<file path="src/rtl/pipe_credit_pkg.sv">
// pipe_credit_pkg: shared sizing helpers and legal DEPTH bounds for the credit sink
package pipe_credit_pkg;
    localparam int DEPTH_MIN = 2;
    localparam int DEPTH_MAX = 16;

    function automatic int cnt_w(input int depth);
        return $clog2(depth + 1);
    endfunction

    function automatic int ptr_w(input int depth);
        return $clog2(depth);
    endfunction
endpackage

</file>
<file path="src/rtl/pipe_credit_fifo.sv">
// pipe_credit_fifo: first-word fall-through storage with wrapping pointers and occupancy
module pipe_credit_fifo
    import pipe_credit_pkg::*;
#(
    parameter int WIDTH = 32,
    parameter int DEPTH = 4
) (
    input  logic                      clk,
    input  logic                      rst,
    input  logic                      push,
    input  logic                      pop,
    input  logic [WIDTH-1:0]          wdata,
    output logic [WIDTH-1:0]          rdata,
    output logic                      full,
    output logic                      empty,
    output logic [cnt_w(DEPTH)-1:0]   count
);
    localparam int CW = cnt_w(DEPTH);
    localparam int PW = ptr_w(DEPTH);

    logic [WIDTH-1:0] mem [DEPTH];
    logic [PW-1:0]    wptr;
    logic [PW-1:0]    rptr;

    assign rdata = mem[rptr];
    assign full  = count == CW'(DEPTH);
    assign empty = count == '0;

    // Payload storage is left uncleared by reset; only the pointers define validity
    always_ff @(posedge clk) begin
        if (!rst && push) mem[wptr] <= wdata;
    end

    // Pointers wrap at DEPTH-1 so non-power-of-two depths work
    always_ff @(posedge clk) begin
        if (rst) begin
            wptr  <= '0;
            rptr  <= '0;
            count <= '0;
        end else begin
            if (push) wptr <= (wptr == PW'(DEPTH - 1)) ? '0 : wptr + 1'b1;
            if (pop) rptr <= (rptr == PW'(DEPTH - 1)) ? '0 : rptr + 1'b1;
            count <= count + CW'(push) - CW'(pop);
        end
    end
endmodule

</file>
<file path="src/rtl/pipe_credit_sink.sv">
// pipe_credit_sink: credit-gated buffer turning a non-stallable pipeline output into ready/valid
module pipe_credit_sink
    import pipe_credit_pkg::*;
#(
    parameter int WIDTH = 32,
    parameter int DEPTH = 4
) (
    input  logic             clk,
    input  logic             rst,
    output logic             issue_ready,
    input  logic             issue_valid,
    input  logic             pipe_valid,
    input  logic [WIDTH-1:0] pipe_data,
    output logic             out_valid,
    input  logic             out_ready,
    output logic [WIDTH-1:0] out_data,
    output logic             err
);
    localparam int CW = cnt_w(DEPTH);

    logic [CW-1:0] count;
    logic [CW-1:0] inflight;
    logic          full;
    logic          empty;
    logic          accept;
    logic          ret;
    logic          push;
    logic          pop;

    // Credit check uses only registered state so issue_ready has no input-to-output path
    assign issue_ready = (CW + 1)'(count) + (CW + 1)'(inflight) < (CW + 1)'(DEPTH);
    assign accept      = issue_valid & issue_ready;
    assign ret         = pipe_valid & (inflight != '0);
    assign out_valid   = !empty;
    assign pop         = out_valid & out_ready;
    assign push        = pipe_valid & (!full | pop);

    pipe_credit_fifo #(.WIDTH(WIDTH), .DEPTH(DEPTH)) u_fifo (
        .clk   (clk),
        .rst   (rst),
        .push  (push),
        .pop   (pop),
        .wdata (pipe_data),
        .rdata (out_data),
        .full  (full),
        .empty (empty),
        .count (count)
    );

    // In-flight credits: taken on accepted issue, returned when the result lands
    always_ff @(posedge clk) begin
        if (rst) inflight <= '0;
        else inflight <= inflight + CW'(accept) - CW'(ret);
    end

    // Sticky error on issue without credit, unexpected result, or overflow drop
    always_ff @(posedge clk) begin
        if (rst) err <= 1'b0;
        else err <= err | (issue_valid & !issue_ready) | (pipe_valid & (inflight == '0))
                        | (pipe_valid & full & !pop);
    end
endmodule
</file>
<file path="config.mk">
export PLATFORM = sky130hd
export DESIGN_NAME = pipe_credit_sink
export DESIGN_NICKNAME = d
export VERILOG_FILES = /design/src/rtl/pipe_credit_pkg.sv /design/src/rtl/pipe_credit_fifo.sv /design/src/rtl/pipe_credit_sink.sv
export SDC_FILE = /design/constraint.sdc
export NUM_CORES = 1
export LEC_CHECK = 0
export CORE_ASPECT_RATIO = 0.5
export CORE_UTILIZATION = 49
export DETAILED_ROUTE_END_ITERATION = 8
export PLACE_DENSITY_LB_ADDON = 0.08
export RECOVER_POWER = 50
export SLEW_MARGIN = 20
export SYNTH_ARGS = -nofsm -noshare
export SYNTH_HDL_FRONTEND = slang
export SYNTH_HIERARCHICAL = 1
export SYNTH_SLANG_ARGS = --single-unit
</file>
<file path="constraint.sdc">
create_clock -name clk -period 2.4 [get_ports clk]
set_input_delay 0.48 -clock clk [delete_from_list [all_inputs] [get_ports clk]]
set_output_delay 0.48 -clock clk [all_outputs]
set_load 0.005 [all_outputs]
</file>
; Yosys cells after proc, flatten, opt, wreduce, memory -nomap -nowiden
; Memory sizes are Yosys's and may differ from the RTL's. A register that Yosys moved wholly into a read port is not among the register bits.
; Cells that the tools add are included.
[op_classes]
n_lt_le_gt_ge = 1
muxes = 6
n_bitwise = 12
reduce_logical = 9
n_addsub = 7
n_eq_ne = 3
[ops]
columns = op, n
row1 = $and A1 B1 Y1, 8
row2 = $mux W2, 4
row3 = $add A3 B1 Y3, 2
row4 = $logic_not A3 Y1, 2
row5 = $sub A3 B1 Y3, 2
row6 = $logic_not A1 Y1, 5
row7 = $add A2 B1 Y2 const B, 2
row8 = $add A3 B3 Y4, 1
row9 = $eq A2 B2 Y1 const B, 2
row10 = $lt A4 B3 Y1 const B, 1
row11 = $or A1 B1 Y1, 4
row12 = $eq A3 B3 Y1 const B, 1
row13 = $reduce_bool A3 Y1, 1
row14 = $mux W1, 2
row15 = $logic_and A1 B1 Y1, 1
[totals]
word_cells = 44
register_bits = 11
memories = 1
ramBits = 128
[mem_list]
columns = memory, depth, word_bits, rd, rd_ports_with_merged_regs, wr, line_no
row1 = u_fifo.mem, 4, 32, 1, 1, 1, pipe_credit_fifo.sv:21  ; logic [WIDTH-1:0] mem [DEPTH];

; Depth between registers and ports, before layout
[logic_depth]
word_depth = 8
mapped_depth = 12

; Cells and area by module
; The synthesis kept the hierarchy.
[by_module_without_submodules]
columns = module, n_inst, area_each_um2, cells_each, seq_area_each_um2
row1 = pipe_credit_fifo, 1, 5119.9, 211, 4023.9
row2 = pipe_credit_sink, 1, 294.0, 30, 80.1

; Least setup slack after synthesis
; No wires, ideal clock.
[synth_timing]
path_type = reg-to-reg
start = register inflight[1]
end = register inflight[2]
t_required_ps = 2327
setup_slack_ps = -13
path_stages_with_launch = 13
setup_time_ps = 73
t_arrival_ps = 2341
path_buffers = 0
path_cell_list = dfxtp_1 ha_1 and3_4 nor4_2 nand2_1 ha_1 inv_1 ha_1 inv_1 fa_1 xor2_1 and2_1 nor3_2
[synth_via]
elab_chain_cells = 5
elab_cells_between_ends = 7
cone_classes = add/sub (3) / order compare (1) / bitwise (2) / reduce/logical (1)
[synth_lines]
columns = element, line_no
row1 = start: declaration, pipe_credit_sink.sv:22  ; logic [CW-1:0] inflight;
row2 = start signal: assignment, pipe_credit_sink.sv:53  ; else inflight <= inflight + CW'(accept) - CW'(ret);
row3 = $add A3 B3 Y4, pipe_credit_sink.sv:31  ; assign issue_ready = (CW + 1)'(count) + (CW + 1)'(inflight) < (CW + 1)'(DEPTH);
row4 = $lt A4 B3 Y1, pipe_credit_sink.sv:31
row5 = net issue_ready, pipe_credit_sink.sv:10  ; output logic issue_ready,
row6 = $and A1 B1 Y1, pipe_credit_sink.sv:32  ; assign accept = issue_valid & issue_ready;
row7 = $add A3 B1 Y3, pipe_credit_sink.sv:53
row8 = $sub A3 B1 Y3, pipe_credit_sink.sv:53
; The timed path passes the listed nets, and every way through them passes these cells.
; A chain may end at the register's enable or synchronous reset.

; Worst setup path after layout
[layout_timing]
start = register u_fifo.count[1]
end = register inflight[2]
[layout_via]
elab_chain_cells = 5
[layout_lines]
columns = element, line_no
row1 = start: declaration, pipe_credit_fifo.sv:16  ; output logic [cnt_w(DEPTH)-1:0] count
row2 = start signal: assignment, pipe_credit_fifo.sv:43  ; count <= count + CW'(push) - CW'(pop);
row3 = $add A3 B3 Y4, pipe_credit_sink.sv:31
row4 = $lt A4 B3 Y1, pipe_credit_sink.sv:31
row5 = $and A1 B1 Y1, pipe_credit_sink.sv:32
row6 = $add A3 B1 Y3, pipe_credit_sink.sv:53
row7 = $sub A3 B1 Y3, pipe_credit_sink.sv:53
; No other way between the ends.

==> metrics <==
post-layout util 68.30%; Reg2Reg Depth 12; Cell Chain, Critical Path ha_4 > and3_4 > nor4_4 > nand2_1 > ha_1 > inv_1 > ha_1 > inv_1 > fa_2 > xor2_1 > and2_1 > nor3_2; Clock Power Share 34.0%; Post-DRT Antenna Nets 0; Setup crit end inflight[2]$_SDFF_PP0_; clk sink count 141; I/O pin total 72; worst setup margin 0.04350 ns; Max clock buf depth 2; EDFF count, synth 128; IO Port Bufs 71; H-tree Lvls 4; dpl ws -0.2591 ns; Die Ht 76.33 um; Syn Inst Count 241; Core Rows 26; global-route wire length before repair 15.18 mm; core area 10480 um^2; slowest CP cell dfxtp_2; Largest stage delay, worst path 0.34 ns; Startpoint Class register; Slew @ Worst Pin 0.4050 ns; Most used DFF post-synth edfxtp_1; final critical-path share of the clock period 98.19%; most common cell after layout, fill and taps aside edfxtp_1; Layout Cells excl Fill 503; Max Cap Viol 0; final hold violations 0; Final setup viols 0; vias per cell 5.225; area grow syn2layout 32.15%; WP buf/inv 2; CP required 2.69 ns; Die Footprint 11500 um^2; Hold Path Class reg2reg; RSZ-0062 raised after global routing yes; CP Launch Point u_fifo/count[1]$_SDFF_PP0_; Async SR Flop Fraction 0%; CTS tree done; clock latency on the worst-skew pair 0.40 ns; mux share of post-synthesis cell area 13.82%; Total GRT Usage 18.64%; simple logic cell fraction of the synthesized area 3.351%; largest net degree at the start of global routing 33; Post-Syn Area per Cell 22.46 um^2; Synth Net Count 291; Initial DRT Pass Iterations 5; Final min period 2.356 ns; sw frac 25.84%; internal power 5.221 mW; compound-gate portion of the synthesized area 0.8551%; worst vdd ir 0.0006286 V; critical path arrival 2.65 ns; cts bufs inserted 17; Critical R2R Capture inflight[2]$_SDFF_PP0_; DP Area 6487 um^2; Synth warnings 6; DR iter-0 viols 147; Worst Skew 0.008635 ns; distinct cell type count after synthesis 28; drt drc 0; Reg power frac 42.3%; Post-Synth Adder-Cell Area 3.282%; final net count 399; die width 150.7 um; Max Clk Rate 0.4244 GHz; switching power 1.820 mW; CP Depth 12; main combinational cell family by area after synthesis multiplexers; finished layout cell area 7154 um^2; most frequent cells in the layout 128 x edfxtp_1, 33 x dlygate4sd3_1, 30 x mux4_2; share of layout cells above drive strength 1 29.01%; GPL Wtd Cong 0.7057; status completed; Worst-path clk slew 0.06 ns; WL per Instance 19.14 um; initial cell density of the core 51.68%; reg-to-reg startpoint u_fifo/count[1]$_SDFF_PP0_; Seq/Total Area, Yosys 75.80%; pwr/cell area 984.1 nW/um^2; initial antenna violation count 1; reg2reg setup slack 0.04 ns; post-synthesis sequential element count 141; Crit Path Category reg2reg; total gr overflow 0; CP Capture Type register; post-synthesis xor/xnor area fraction 0.6009%; Final Hold Slack 0.5175 ns; cell family with most CP delay adder cells; Final HPWL DP 6.130 mm; setup_tns 0 ns; placed cell count 467; Slew HR 72.94%; Mapped Area 5414 um^2; leak pwr 2.520 nW; Root Buffer clkbuf_16; Slew Viols, Final 0; total wire length 9.625 mm; vias in the first global route 2871; combinational fraction of design power 23.6%; vias after detailed routing 2628; Critical Path Fanout Max 2; Tot Pwr 7.040 mW
metal layers:
metal  routed length [um]  global-route usage, %  up-vias
li1                     -                      -     1206
met1                 4218                  24.51     1362
met2                 4886                  30.14       55
met3                  461                  5.210        5
met4                   59                  6.400        0
met5                    0                      0        -
kinds of logic after synthesis:
family / after synthesis
flops: 141
mux: 34
simple gates: 28
buf+inv: 17
fa+ha+maj: 13
compound gates: 6
xor+xnor: 2
tightest hold or removal path, stage by stage (launching register included):
cell,delay (ns)
dfxtp_1,0.32
nand2b_1,0.07
a21oi_1,0.08
state kept, by name (all words and copies together), names as in the netlist, named ones only:
register,count
err,1
inflight,3
u_fifo/count,3
u_fifo/mem,128
u_fifo/rptr,2
u_fifo/wptr,2
synthesized netlist by cell type, types with 2 or more instances:
cell | instances | area [um^2]
nand2_1 | 2 | 7.510
mux4_1 | 2 | 52.55
a31oi_1 | 2 | 12.51
fa_1 | 2 | 40.04
nor2b_1 | 5 | 31.28
or3b_2 | 2 | 17.52
nand2b_1 | 3 | 18.77
mux4_2 | 30 | 675.7
dfxtp_1 | 13 | 260.3
nor2_1 | 5 | 18.77
a21oi_1 | 2 | 10.01
and2_1 | 5 | 31.28
mux2i_1 | 2 | 20.02
inv_1 | 10 | 37.54
buf_12 | 3 | 60.06
ha_1 | 11 | 137.6
buf_2 | 3 | 15.01
edfxtp_1 | 128 | 3844
nor3_2 | 2 | 20.02
layout make-up:
class	count	area, um^2
clock inverters	15	127.6
repair buffers	96	1037
diodes	1	2.502
well taps	140	175.2
clock buffers	17	425.4
multi-input cells	83	1236
inverters	10	37.54
fillers	674	3321
flip-flops and latches	141	4113
power groups by stage:
stage | clock network, mW | logic (mW) | registers, mW
2_1_floorplan | 0 | 0.923 | 2.99
3_3_place_gp | 0 | 1.59 | 2.99
3_5_place_dp | 0 | 1.65 | 3.00
4_1_cts | 2.44 | 1.71 | 2.97
5_1_grt | 2.55 | 1.82 | 3.00
6_report | 2.40 | 1.66 | 2.98
worst min path at each step:
stage	slack (ns)	startpoint	endpoint	cells after the start
after floorplan	0.47	u_fifo/rptr[0]$_SDFFE_PP0P_	register	2
after global placement	0.50	u_fifo/wptr[0]$_SDFFE_PP0P_	u_fifo/wptr[0]$_SDFFE_PP0P_	2
after detailed placement	0.52	u_fifo/rptr[0]$_SDFFE_PP0P_	register	2
after CTS	0.53	u_fifo/rptr[0]$_SDFFE_PP0P_	register	2
after global routing	0.55	u_fifo/rptr[0]$_SDFFE_PP0P_	register	2
final	0.52	u_fifo/rptr[0]$_SDFFE_PP0P_	register	2
timing repair:
item	4_1_cts	5_1_grt
cloned	2	0
setup endpoints to repair	34	10
resized for setup	37	12
hold buffers	0	0
buffers inserted	1	0
pin swaps	0	0
No activity file was read; power rests on OpenSTA's default activity.
==> RTL edit 1: new RTL, config.mk and constraints unchanged <==
One comparison of `count` changes from == to >=.
--- a/src/rtl/pipe_credit_fifo.sv
+++ b/src/rtl/pipe_credit_fifo.sv
@@ -23,7 +23,7 @@
     logic [PW-1:0]    rptr;
 
     assign rdata = mem[rptr];
-    assign full  = count == CW'(DEPTH);
+    assign full  = count >= CW'(DEPTH);
     assign empty = count == '0;
 
     // Payload storage is left uncleared by reset; only the pointers define validity
Function: same outputs for any inputs over 4 cycles, from zero or initial values and one cycle with rst high; that may be too few to reach the edited logic, so the function may still have changed.
==> RTL edit 1 against the original RTL <==
  * Critical path depth decreased by 1
  * Wire length increased by 1.0%
  * Worst setup slack got worse by 22 ps
  * Final area decreased by 0.31%
  * Final cell count decreased by 0.80%
  * Area after synthesis decreased by 0.21%
  * Die area decreased by 0.20%
  * Sequential cell count unchanged
  * Total power increased by 4.3%
  * Combinational power decreased by 4%
  * Critical path type unchanged
  * Largest power group unchanged
==> RTL edit 1: results (changes against the original RTL) <==
Detailed routing
The first-pass detailed-route iteration total is 4 (-1). The number of violations reported at the end of detailed-routing iteration 0 is 121 (-18%). The routed length on met2 is 4895 µm (+0.18%). The final wirelength is 9725 µm (+1.0%).

Synthesis
Ranked by total cell area, the synthesized netlist is headed by edfxtp_1, mux4_2, dfxtp_1, ha_1, buf_12. The net count after synthesis is 290 (-0.34%). The mux contribution to synthesized area is 13.85% (+0.029 points).

The average size of a mapped cell came to 22.51 µm² (+0.21%). The complex-gate fraction of the synthesized area is 0.8569% (+0.0018 points). The portion of the post-synthesis area used by sequential elements is 75.96% (+0.16 points).

The post-synthesis adder-cell area fraction is 3.289% (+0.0068 points).

Finish
The fraction of final layout cells with drive strength greater than 1 came to 27.58% (-1.4 points). The antenna cell count is 0 (-1).

GRT
The number of antenna violations at the first check in global routing came to 0 (-1). The met2 track utilization from global routing was 31.01% (+0.88 points). The number of global-route vias before repair is 2860 (-0.38%).

The global routing met3 resource utilization is 6.467% (+1.3 points). The global routing usage summed across all routing layers was 19.18% (+0.53 points).

Setup path
The startpoint of the worst-slack reg-to-reg timing path is inflight[2]$_SDFF_PP0_. The worst reg-to-reg setup slack is 20 ps (-20 ps). The depth of the worst register-to-register path is 11 (-1). The highest net fanout along the worst path is 4 (+2).

The critical path arrival was 2710 ps (+60 ps).

Power and ir drop
The worst voltage drop across the vdd grid came to 0.0005293 V (-16%). The leakage dissipation is 0.002481 µW (-1.5%).

Placed design
The placed instance count is 463 (-0.86%). The sum of net half-perimeters after detailed placement is 5954 µm (-2.9%). The placement-stage cell area is 6445 µm² (-0.66%).

Timing
The worst clock skew is 7.876 ps (-0.7582 ps). The headroom to the max-slew limit is 76.23% (+3.3 points). The minimum hold slack is 525.5 ps (+8.041 ps).

Run status
The flow ran to the end, and the final reports show no timing, DRC or antenna violations.
==> RTL edit 1: layout make-up <==
class	count	area, µm²
flip-flops and latches	141	4113
multi-input cells	82	1216
clock inverters	13	196.4
well taps	140	175.2
clock buffers	19	432.9
repair buffers	95	964.7
inverters	9	33.78
fillers	678	3343
==> RTL edit 1: timing repair <==
item | in CTS | in global routing
hold endpoints to repair | 0 | 0
buffers inserted | 2 | 2
gates cloned | 1 | 0
endpoints found under the setup margin | 34 | 5
gates resized for setup | 45 | 5
==> RTL edit 1: worst min-delay path, stage by stage (launching register included) <==
cell and delay (ps):
dfxtp_1 320, nand2b_1 70, a21oi_1 80
==> RTL edit 1: cells by family after synthesis <==
family | count (synthesis)
xor+xnor | 2
flops | 141
mux | 34
compound gates | 6
simple gates | 27
fa+ha+maj | 13
buf+inv | 17
==> RTL edit 1: power breakdown <==
group          switching [µW]  leakage, µW  internal, µW
registers                95.2      0.00127          2870
logic                     666     0.000908           932
clock network             948     0.000303          1830
total                    1710      0.00248          5630
==> RTL edit 1: worst max-delay path by stage <==
stage,startpoint,to,slack [ps],cells after the start
3_3_place_gp,pipe_valid,u_fifo/count[2]$_SDFF_PP0_,-110,10
5_1_grt,inflight[2]$_SDFF_PP0_,inflight[2]$_SDFF_PP0_,-80,11
4_1_cts,u_fifo/count[1]$_SDFF_PP0_,inflight[2]$_SDFF_PP0_,5,12
3_5_place_dp,pipe_valid,u_fifo/count[2]$_SDFF_PP0_,-210,10
2_1_floorplan,u_fifo/count[1]$_SDFF_PP0_,inflight[2]$_SDFF_PP0_,30,12
6_report,inflight[2]$_SDFF_PP0_,inflight[2]$_SDFF_PP0_,20,11
==> RTL edit 2: new RTL, same settings <==
Made on the original files. `DEPTH` is set to 4 in 2 places; all go to 8.
--- a/src/rtl/pipe_credit_fifo.sv
+++ b/src/rtl/pipe_credit_fifo.sv
@@ -3,7 +3,7 @@
     import pipe_credit_pkg::*;
 #(
     parameter int WIDTH = 32,
-    parameter int DEPTH = 4
+    parameter int DEPTH = 8
 ) (
     input  logic                      clk,
     input  logic                      rst,
--- a/src/rtl/pipe_credit_sink.sv
+++ b/src/rtl/pipe_credit_sink.sv
@@ -3,7 +3,7 @@
     import pipe_credit_pkg::*;
 #(
     parameter int WIDTH = 32,
-    parameter int DEPTH = 4
+    parameter int DEPTH = 8
 ) (
     input  logic             clk,
     input  logic             rst,
Formal check against the unedited RTL: not equivalent (Yosys sat finds a counterexample within 4 cycles, from zero or initial values and one cycle with rst high).
==> RTL edit 2 against the original RTL <==
  * The run now ends with setup timing left
  * Critical path depth fell by 6
  * Area after synthesis increased by 100%
  * Critical endpoint is now out_data[14]
  * Worst setup slack lost 290 ps
  * Core utilization decreased by 5.4 points
  * Final area up 91%
  * Wire length increased by 120%
  * Final cell count grew 88%
  * Largest power group unchanged
  * Die area rose by 98%
  * Via count up 98%
  * Total power up 73%
  * Sequential cell count grew 133
==> RTL edit 2: results (changes against the original RTL) <==
Run status
The flow ran to the end, but the final reports show violations. The final reports fail on setup timing.

Timing
The minimum hold slack was 489.6 ps (-27.87 ps). The headroom to the max-slew limit was 73.65% (+0.71 points). The number of failing setup endpoints in the final timing report was 239 (+239). The smallest setup slack after layout is -249.2 ps (-292.7 ps). The worst clock skew was 10.65 ps (+2.011 ps).

Synthesis
The unique cell type count in the Yosys netlist is 31 (+11%). In the post-synthesis netlist, the biggest area contributors are edfxtp_1, mux4_1, mux4_2, mux2_2, dfxtp_1. The number of synthesized flops with an enable pin is 256 (+100%). In the synthesized netlist, the cells that appear most often are edfxtp_1, mux4_1, mux2_2. The portion of the post-synthesis area used by sequential elements is 74.26% (-1.5 points). The mux contribution to synthesized area is 18.30% (+4.5 points). The post-synthesis adder-cell area fraction is 2.447% (-0.83 points). The post-synthesis xor/xnor area fraction is 0.1616% (-0.44 points). The net count after synthesis was 545 (+87%).

Clock tree
The maximum buffer depth of the clock tree came to 3 (+1). The H-tree depth is 1 (-3).

Detailed routing
The via count is 5201 (+98%). The final routed wire length divided by cell count is 22.33 µm (+17%). The first-pass detailed-route iteration total came to 4 (-1).

Setup path
The depth of the worst register-to-register path is 10 (-2). The startpoint of the worst-slack reg-to-reg timing path is u_fifo/count[3]$_SDFF_PP0_. The worst reg-to-reg setup slack was -160 ps (-200 ps). The timing endpoint of the critical path is out_data[14]. The critical path is of the reg -> out type.

In this run the critical register-to-register path is captured at inflight[3]$_SDFF_PP0_.

Finish
The largest registers in the layout are u_fifo/mem (256), inflight (4), u_fifo/count (4). The fraction of final layout cells with drive strength greater than 1 was 41.18% (+12 points). The final-stage net count is 686 (+72%).

GRT
The met2 track utilization from global routing came to 29.18% (-0.96 points). The global routing usage summed across all routing layers is 19.71% (+1.1 points). The number of antenna violations at the first check in global routing is 0 (-1).

The maximum number of pins on one net before global-route repair came to 41 (+24%).

Placed design
The final weighted congestion in routability-driven placement came to 0.7256 (+2.8%). The sum of net half-perimeters after detailed placement was 11470 µm (+87%). The setup slack at placement is -140.9 ps (+118.3 ps).

Power and ir drop
The worst voltage drop across the vdd grid is 0.0005806 V (-7.6%).

Worst hold path
The launch instance of the worst min-delay path is err$_SDFF_PP0_.
-- RTL edit 2: critical path, cell delays in order (launching register included) --
cell     delay (ps)
dfxtp_4         390
buf_6           140
buf_12          130
buf_8           110
mux4_2          490
mux2_4          280
buf_6           110
-- RTL edit 2: metal layers --
metal | vias up | wire, µm
li1 | 2299 | -
met1 | 2721 | 10200
met2 | 154 | 9308
met3 | 27 | 1305
met4 | 0 | 304
met5 | - | 0
-- RTL edit 2: final cells by class --
type,count,area (µm²)
clock inverters,18,126.4
multi-input cells,179,2789
clock buffers,26,629.4
well taps,300,375.4
repair buffers,133,1603
fillers,1566,8038
inverters,16,62.56
flip-flops and latches,274,8058
-- RTL edit 2: kinds of logic (layout without fill, tap and decap cells) --
kind of cell,after synthesis,in the layout
buf+inv,35,193
simple gates,44,44
flops,274,274
mux,99,99
xor+xnor,2,2
fa+ha+maj,20,20
compound gates,14,14
-- RTL edit 2: metrics by stage --
step	area, µm²	cells
6_report	13640	946
5_1_grt	13640	946
4_1_cts	13680	949
3_5_place_dp	12480	882
3_3_place_gp	12480	882
2_1_floorplan	10920	488
-- RTL edit 2: what timing repair did --
item	4_1_cts	5_1_grt
pin swaps	10	7
endpoints found under the setup margin	39	39
resized for setup	267	16
setup buffers	21	0
cloned	5	0
-- RTL edit 2: power breakdown --
part | total, µW | internal [µW] | switching (µW)
clock | 3710 | 2020 | 1690
sequential | 5540 | 5420 | 114
combinational | 2920 | 1750 | 1170
